File: src/rtl/lut_cfg_pkg.sv
// Shared state encoding and sizing helpers for the LUT configuration loader.
// The ERR state exists only when LUT_CFG_PARITY_EN is defined.
package lut_cfg_pkg;

    typedef enum logic [2:0] {
        S_IDLE = 3'd0,
        S_LOAD = 3'd1,
        S_SET  = 3'd2,
        S_HOLD = 3'd3,
        S_DONE = 3'd4
`ifdef LUT_CFG_PARITY_EN
        , S_ERR = 3'd5
`endif
    } state_t;

    // Stream words needed to fill one LUT image.
    function automatic int unsigned calc_words(input int unsigned mem_size,
                                               input int unsigned cfg_width);
        return mem_size / cfg_width;
    endfunction

    // Index register width; never narrower than one bit.
    function automatic int unsigned idx_width(input int unsigned n);
        return (n <= 1) ? 1 : $clog2(n);
    endfunction

endpackage

File: src/rtl/lut_cfg_assembler.sv
// Assembles one LUT image from CONFIG_WIDTH-bit stream words, first word in the LSBs.
module lut_cfg_assembler
    import lut_cfg_pkg::*;
#(
    parameter int unsigned MEM_SIZE     = 16,
    parameter int unsigned CONFIG_WIDTH = 8
) (
    input  logic                    clk,
    input  logic                    reset,
    input  logic                    i_clear,
    input  logic                    i_wr_en,
    input  logic [CONFIG_WIDTH-1:0] i_data,
    output logic [MEM_SIZE-1:0]     o_image,
    output logic                    o_last_word_c
);

    localparam int unsigned WORDS  = calc_words(MEM_SIZE, CONFIG_WIDTH);
    localparam int unsigned WIDX_W = idx_width(WORDS);
    localparam logic [WIDX_W-1:0] LAST_IDX = WIDX_W'(WORDS - 1);

    logic [MEM_SIZE-1:0] r_image;
    logic [WIDX_W-1:0]   r_word_idx;

    // Word pointer: wraps after the last word so the next image starts at word 0.
    always_ff @(posedge clk) begin
        if (reset || i_clear) begin
            r_word_idx <= '0;
        end else if (i_wr_en) begin
            r_word_idx <= (r_word_idx == LAST_IDX) ? '0 : r_word_idx + WIDX_W'(1);
        end
    end

    for (genvar g = 0; g < WORDS; g++) begin : g_word
        always_ff @(posedge clk) begin
            if (reset || i_clear) begin
                r_image[g*CONFIG_WIDTH +: CONFIG_WIDTH] <= '0;
            end else if (i_wr_en && (r_word_idx == WIDX_W'(g))) begin
                r_image[g*CONFIG_WIDTH +: CONFIG_WIDTH] <= i_data;
            end
        end
    end

    assign o_image       = r_image;
    assign o_last_word_c = (r_word_idx == LAST_IDX);

endmodule

File: src/rtl/lut_config_loader.sv
// Streams truth tables into NUM_LUTS LUTs, strobing one comb_set bit per completed image.
// Define LUT_CFG_PARITY_EN to check even parity per word and stop in a sticky ERR state.
module lut_config_loader
    import lut_cfg_pkg::*;
#(
    parameter int unsigned INPUTS       = 4,
    parameter int unsigned MEM_SIZE     = 2**INPUTS,
    parameter int unsigned CONFIG_WIDTH = 8,
    parameter int unsigned NUM_LUTS     = 4
) (
    input  logic                    clk,
    input  logic                    reset,
    input  logic                    cfg_start,
    input  logic                    cfg_valid,
    output logic                    cfg_ready,
    input  logic [CONFIG_WIDTH-1:0] cfg_data,
    input  logic                    cfg_parity,
    output logic [MEM_SIZE-1:0]     config_in,
    output logic [NUM_LUTS-1:0]     comb_set,
    output logic                    busy,
    output logic                    done,
    output logic                    err
);

    if ((MEM_SIZE % CONFIG_WIDTH) != 0) begin : g_bad_width
        $error("lut_config_loader: MEM_SIZE must be a multiple of CONFIG_WIDTH");
    end

    localparam int unsigned LIDX_W = idx_width(NUM_LUTS);
    localparam logic [LIDX_W-1:0] LAST_LUT = LIDX_W'(NUM_LUTS - 1);

    state_t              r_state;
    logic [LIDX_W-1:0]   r_lut_idx;
    logic                r_cfg_ready;
    logic [NUM_LUTS-1:0] r_comb_set;
    logic                r_busy;
    logic                r_done;
    logic                w_accept;
    logic                w_wr_en;
    logic                w_clear;
    logic                w_last_word;
    logic                w_last_lut;
    logic [MEM_SIZE-1:0] w_image;

    assign w_accept   = cfg_valid && r_cfg_ready;
    assign w_last_lut = (r_lut_idx == LAST_LUT);

`ifdef LUT_CFG_PARITY_EN
    logic r_err;
    logic w_parity_bad;

    assign w_parity_bad = ^{cfg_data, cfg_parity};
    assign w_wr_en      = w_accept && !w_parity_bad;
    assign err          = r_err;
`else
    logic w_unused_parity;

    assign w_unused_parity = cfg_parity;
    assign w_wr_en         = w_accept;
    assign err             = 1'b0;
`endif

    // Image restarts from zero at every load start and before each following LUT.
    always_comb begin
        w_clear = 1'b0;
        case (r_state)
            S_IDLE:  w_clear = cfg_start;
`ifdef LUT_CFG_PARITY_EN
            S_ERR:   w_clear = cfg_start;
`endif
            S_HOLD:  w_clear = !w_last_lut;
            default: w_clear = 1'b0;
        endcase
    end

    lut_cfg_assembler #(
        .MEM_SIZE     (MEM_SIZE),
        .CONFIG_WIDTH (CONFIG_WIDTH)
    ) u_assembler (
        .clk           (clk),
        .reset         (reset),
        .i_clear       (w_clear),
        .i_wr_en       (w_wr_en),
        .i_data        (cfg_data),
        .o_image       (w_image),
        .o_last_word_c (w_last_word)
    );

    // Sequencer; outputs are registered alongside the state they belong to.
    always_ff @(posedge clk) begin
        if (reset) begin
            r_state     <= S_IDLE;
            r_lut_idx   <= '0;
            r_cfg_ready <= 1'b0;
            r_comb_set  <= '0;
            r_busy      <= 1'b0;
            r_done      <= 1'b0;
`ifdef LUT_CFG_PARITY_EN
            r_err       <= 1'b0;
`endif
        end else begin
            r_comb_set <= '0;
            r_done     <= 1'b0;
            case (r_state)
                S_IDLE: begin
                    if (cfg_start) begin
                        r_state     <= S_LOAD;
                        r_lut_idx   <= '0;
                        r_cfg_ready <= 1'b1;
                        r_busy      <= 1'b1;
                    end
                end
                S_LOAD: begin
`ifdef LUT_CFG_PARITY_EN
                    if (w_accept && w_parity_bad) begin
                        r_state     <= S_ERR;
                        r_cfg_ready <= 1'b0;
                        r_busy      <= 1'b0;
                        r_err       <= 1'b1;
                    end else
`endif
                    if (w_accept && w_last_word) begin
                        r_state     <= S_SET;
                        r_cfg_ready <= 1'b0;
                    end
                end
                S_SET: begin
                    r_comb_set <= NUM_LUTS'(1) << r_lut_idx;
                    r_state    <= S_HOLD;
                end
                S_HOLD: begin
                    if (w_last_lut) begin
                        r_state <= S_DONE;
                        r_done  <= 1'b1;
                    end else begin
                        r_state     <= S_LOAD;
                        r_lut_idx   <= r_lut_idx + LIDX_W'(1);
                        r_cfg_ready <= 1'b1;
                    end
                end
                S_DONE: begin
                    r_state <= S_IDLE;
                    r_busy  <= 1'b0;
                end
`ifdef LUT_CFG_PARITY_EN
                S_ERR: begin
                    if (cfg_start) begin
                        r_state     <= S_LOAD;
                        r_lut_idx   <= '0;
                        r_cfg_ready <= 1'b1;
                        r_busy      <= 1'b1;
                        r_err       <= 1'b0;
                    end
                end
`endif
                default: begin
                    r_state     <= S_IDLE;
                    r_cfg_ready <= 1'b0;
                    r_busy      <= 1'b0;
                end
            endcase
        end
    end

    assign cfg_ready = r_cfg_ready;
    assign config_in = w_image;
    assign comb_set  = r_comb_set;
    assign busy      = r_busy;
    assign done      = r_done;

endmodule

File: config.mk
export PLATFORM = sky130hd
export DESIGN_NAME = lut_config_loader
export DESIGN_NICKNAME = d
export VERILOG_FILES = /design/src/rtl/lut_cfg_pkg.sv /design/src/rtl/lut_cfg_assembler.sv /design/src/rtl/lut_config_loader.sv
export SDC_FILE = /design/constraint.sdc
export NUM_CORES = 1
export LEC_CHECK = 0
export ABC_CLOCK_PERIOD_IN_PS = 4300
export BUFFER_PORTS_ARGS = -buffer_cell sky130_fd_sc_hd__buf_4
export CAP_MARGIN = 20
export CORE_UTILIZATION = 45
export CTS_CLUSTER_DIAMETER = 30
export CTS_CLUSTER_SIZE = 20
export DETAILED_ROUTE_END_ITERATION = 10
export HOLD_SLACK_MARGIN = 0.12
export PLACE_DENSITY = 0.69
export SYNTH_ARGS = -nofsm -noshare
export SYNTH_HDL_FRONTEND = slang
export SYNTH_SLANG_ARGS = --single-unit
File: constraint.sdc
create_clock -name clk -period 4.3 [get_ports clk]
set_input_delay 0.86 -clock clk [delete_from_list [all_inputs] [get_ports clk]]
set_output_delay 0.86 -clock clk [all_outputs]
set_load 0.02 [all_outputs]
* Word level (Yosys, flattened, before mapping)
Index checks and enable logic that the tools add are counted.
** Operators by class
- Bitwise logic cells :: 5
- Equality and inequality tests :: 8
- Reductions and logical operators :: 15
- Muxes and demuxes :: 15
- Shift operators :: 1
- Add/subtract/negate cells :: 2
** Operators by type and width (count)
- case mux 3 bit (4 select lines) :: 1
- two-way mux 3 bit :: 3
- equality test 3 x 2 -> 1 bit (second input constant) :: 2
- inequality test 2 bit (second input constant) :: 3
- OR reduction 2 bit :: 3
- two-way mux 1 bit :: 5
- inverter 1 bit :: 5
- two-way mux 2 bit :: 2
- case mux 1 bit (2 select lines) :: 2
- case mux 1 bit (4 select lines) :: 1
- case mux 2 bit (2 select lines) :: 1
- AND reduction 2 bit :: 2
- AND reduction 4 bit :: 1
- << shifter 1 x 2 -> 4 bit (first input constant) :: 1
- equality test 3 x 1 -> 1 bit (second input constant) :: 1
- equality test 3 bit (second input constant) :: 1
- logical AND 1 bit :: 3
- logical NOT 3 bit :: 1
- AND reduction 3 bit :: 1
- OR reduction 3 bit :: 1
- adder 2 x 1 -> 2 bit (second input constant) :: 1
- equality test 2 bit (second input constant) :: 1
- nonzero test 2 bit :: 1
- adder 1 bit (second input constant) :: 1
- other kinds (2) :: 2
** Word-level totals
- Flip-flop bits (word level) :: 29
- Logic and storage cells :: 55

* Logic depth before layout (Yosys ltp)
- Depth in word-level cells :: 4
- Mapped depth :: 7
- Mapped depth without buffers :: 5

* Hierarchy
A second synthesis with hierarchy kept.
** Second synthesis, totals
- Cells, all modules :: 134
- Area, all modules :: 1234.9 um^2
** By module, submodules not included
- lut_cfg_assembler :: cells an instance 77, sequential area each 340.3 um^2, times used 1, area each 675.6 um^2
- lut_config_loader :: cells an instance 57, sequential area each 240.2 um^2, times used 1, area each 559.3 um^2

* Least setup slack after synthesis
Ideal clock, no wire load.
- Kind :: input port to flip-flop
- Start point :: in cfg_start
- End point :: reg u_assembler.r_word_idx, in the netlist u_assembler.o_last_word_c
- Setup slack :: 2.370 ns
- Stages :: 6
- Arrival time :: 1.799 ns
- Cell sequence :: or3b_1 -> a21oi_2 -> or2_1 -> buf_6 -> buf_12 -> a21oi_1
** On the way
- Cells in the longest elaborated chain, start to end :: 2
** Ends and longest elaborated chain
- start: declaration :: RTL line lut_config_loader.sv:13 : input logic cfg_start,
- case mux 1 bit (2 select lines) :: RTL line lut_config_loader.sv:66 : case (r_state)
- logical OR 1 bit :: RTL line lut_cfg_assembler.sv:26 : if (reset || i_clear) begin
- end signal: assignment :: RTL line lut_cfg_assembler.sv:29 : r_word_idx <= (r_word_idx == LAST_IDX) ? '0 : r_word_idx + WIDX_W'(1);
- end: declaration :: RTL line lut_cfg_assembler.sv:22 : logic [WIDX_W-1:0] r_word_idx;
No other way between the ends.
A chain may end at the register's enable or synchronous reset.

* Final worst setup path
- Start point :: in cfg_start
- End point :: reg u_assembler.r_image[8], in the netlist u_assembler.o_image[8]
** On the way
- Cells in the longest elaborated chain, start to end :: 2
** Ends and longest elaborated chain
- case mux 1 bit (2 select lines) :: RTL line lut_config_loader.sv:66
- logical OR 1 bit :: RTL line lut_cfg_assembler.sv:35 : if (reset || i_clear) begin
- end signal: indexed assignment :: RTL line lut_cfg_assembler.sv:38 : r_image[g*CONFIG_WIDTH +: CONFIG_WIDTH] <= i_data;
- end: declaration :: RTL line lut_cfg_assembler.sv:21 : logic [MEM_SIZE-1:0] r_image;
No other way between the ends.

==> impl_metrics.py <==
metrics = {
    "timing": {
        "fmax_mhz": 512,
        "rsz0062_at_grt": "no",
        "max_slew_margin_pct": 61.6,
        "hold_viol": 0,
        "setup_viol": 0,
        "drv_slew": 0,
        "timing.final.crit_share_pct": 45.4,
        "fin_skew_ps": 10.7,
        "worst_hold_slack_ps": 456,
        "period_needed_ps": 1950,
        "fin_setup_tns_ps": 0,
        "worstMarginPinSlew_ps": 576,
    },
    "setup_path": {
        "start_kind": "input pin",
        "rr_startpoint": "r_state[1]",
        "rrSetupSlack_ps": 2500,
        "end_kind": "flop",
        "crit_required_ps": 4480,
        "path_max_fanout": 17,
        "setup.worst_path.class": "in2reg",
        "crit_arrival_ps": 2130,
        "r2r_cells": 4,
        "r2r-end": "u_assembler.o_image[8]",
    },
    "worst_hold_path": {
        "hp-class": "reg2reg",
        "hold_depth": 2,
        "whs_endpoint": "busy",
        "hold_path_startpoint": "busy",
    },
    "synthesis": {
        "yosysUniqueCellTypes": 29,
        "synth_compound_area_share_pct": 12.4,
        "synth_top_family_by_area": "simple AND/OR/NAND/NOR gates",
        "synth_nets": 150,
        "synth.avg_cell_area_um2": 8.35,
        "synthXorXnorAreaFrac_pct": 0,
        "ys_ff_latch": 29,
        "netlist_area_um2": 1140,
        "yosysWarnings": 0,
        "ys_seq_area_share_pct": 51.1,
        "yosys.area_share.adder_pct": 1.10,
        "synth.area.mux_share_pct": 2.64,
        "yosys.area_share.simple_pct": 26.1,
        "synth_cells": 136,
    },
    "grt": {
        "grt_pass1_vias": 820,
        "grt_antenna_before_repair": 0,
        "grt_first_pass_wirelength_um": 3390,
        "grt_max_degree": 18,
        "gr-usage-all-layers_pct": 18.1,
        "gr-total-overflow": 0,
    },
    "die": {
        "core_area_um2": 2300,
        "ios": 37,
        "placementRows": 17,
        "die_h_um": 52.2,
        "die_area_um2": 2730,
        "die_w_um": 52.2,
        "initial_core_util_pct": 49.5,
    },
    "route": {
        "ant_nets": 0,
        "vias": 970,
        "dr.pass1.iters": 4,
        "wl_um": 2150,
        "via_per_inst": 4.90,
        "wl_per_cell_um": 10.8,
        "drcViolationCount": 0,
        "drtIter0Drc": 11,
    },
    "power": {
        "max-vdd-ir-drop_uv": 304,
        "leakage_nw": 0.598,
        "power.density_nw_per_um2": 375,
    },
    "clock_tree": {
        "htree_levels": 2,
        "cts.clk_slew.worst_paths_ps": 90,
        "post_cts_buffers": 0,
        "cts_resized": 0,
        "clock_path_buffers": 2,
        "clock_latency_ps": 320,
        "cts_hold_buf": 0,
        "cts_sinks": 29,
        "cts-buffers-inserted": 5,
        "clock_tree.root_cell": "clkbuf_4",
        "cts_tree": "yes",
    },
    "layout": {
        "final_nets": 183,
        "seq_area_um2": 581,
        "num_antenna_cells": 0,
        "utilization_pct": 63.2,
        "drive_above_1_share_pct": 25.3,
        "syn_to_final_growth_pct": 27.8,
        "layout.filler_cells": 216,
        "final_cells": 198,
        "final_area_um2": 1450,
        "multiInputGateArea_um2": 484,
    },
    "place": {
        "port_buffers": 34,
        "dpl.hpwl_um": 1560,
        "place_congestion": 0.799,
        "place_inst": 190,
        "postPlaceCellArea_um2": 1370,
    },
    "job": {
        "timing.max_cap.violations": 0,
    },
    "outcome": {
        "outcome": "completed",
    },
}
==> worst max-delay path by stage <==
stage | startpoint | endpoint | slack, ps | cells past startpoint
2_1_floorplan | cfg_start | u_assembler.o_last_word_c | 2370 | 6
3_3_place_gp | cfg_start | u_assembler.o_image[8] | 2040 | 5
3_5_place_dp | cfg_start | u_assembler.o_image[8] | 2020 | 5
4_1_cts | cfg_start | u_assembler.o_image[8] | 2360 | 5
5_1_grt | cfg_start | u_assembler.o_last_word_c | 2240 | 5
6_report | cfg_start | u_assembler.o_image[8] | 2350 | 5
==> layout make-up <==
type                            instances  area share, %
Sequential cell                        29           40.0
Multi-Input combinational cell         96           33.4
Timing Repair Buffer                   34           17.6
Clock buffer                            7           3.79
Tap cell                               28           2.41
Clock inverter                          1           2.07
Inverter                                3          0.776
==> routing by layer <==
layer  wire (µm)  GRT usage (%)  up-vias  share of wire (%)
met3         135           6.38        4                6.3
li1            -              -      511                  -
met5           0              0        -                  0
met1         967           20.3      426                 45
met4          38           13.2        0                1.8
met2        1000           28.2       29                 47
==> worst max-delay path: stages <==
cell and delay (ps):
buf_4 90, or3b_1 380, a21oi_2 220, or2_1 500
a21oi_1 80
==> layout by cell type (no fill, tap or decap), drive strengths merged, types with 2 or more instances in the layout <==
| cell type | instances |
|---|---|
| a21oi | 20 |
| and3 | 2 |
| nor3 | 4 |
| a21boi | 2 |
| or2 | 2 |
| nand2 | 36 |
| nor2 | 10 |
| mux2i | 3 |
| nand2b | 3 |
| clkbuf | 7 |
| dfxtp | 29 |
| buf | 34 |
| nand3b | 3 |
| nand3 | 3 |
| inv | 3 |
==> cells in the mapped netlist <==
cell       number  area, µm²
and3_1          2       12.5
clkbuf_1        2       7.51
a2111oi_0       1       8.76
nand3b_1        3       22.5
dfxtp_1        29        581
a221oi_1        1       8.76
buf_4           1       7.51
nor3_1          4       20.0
mux2i_1         3       30.0
nor2b_1         1       6.26
ha_1            1       12.5
a21oi_1        19       95.1
o21ai_0         1       5.00
inv_1           3       11.3
buf_2           2       10.0
conb_1          1       3.75
nand3_1         3       15.0
buf_1           1       3.75
buf_12          1       20.0
or2_1           1       6.26
or3b_1          1       8.76
nor2_1         10       37.5
a21boi_0        2       15.0
nand2b_1        3       18.8
a21oi_2         1       8.76
buf_6           1       11.3
nand2_1        36        135
nor3b_1         1       7.51
or2_2           1       6.26
==> through the flow <==
stage / power [mW] / setup slack, ps
5_1_grt: 0.571 / 2240
4_1_cts: 0.552 / 2360
3_5_place_dp: 0.322 / 2020
6_report: 0.545 / 2350
3_3_place_gp: 0.322 / 2040
2_1_floorplan: 0.310 / 2370
==> sequential cells by signal, summed over array words and instances (netlist names) <==
register / flops
cfg_ready: 1
done: 1
r_state: 3
u_assembler.o_image: 16
busy: 1
comb_set: 4
r_lut_idx: 2
u_assembler.o_last_word_c: 1
==> kinds of logic (layout without fill, tap and decap cells) <==
| group | after synthesis | in the layout |
|---|---|---|
| AOI/OAI and AO/OA | 25 | 25 |
| adders and majority gates | 1 | 1 |
| buffers and inverters | 11 | 45 |
| DFF | 29 | 29 |
| muxes | 3 | 3 |
| other | 1 | 1 |
| and+or+nand+nor | 66 | 66 |
==> where the power goes <==
group	total (mW)	internal, mW	switching [mW]
Combinational	0.0387	0.0175	0.0212
Sequential	0.277	0.273	0.00451
Clock	0.229	0.139	0.0897
Total	0.545	0.429	0.115
(Power assumes the default switching activity.)
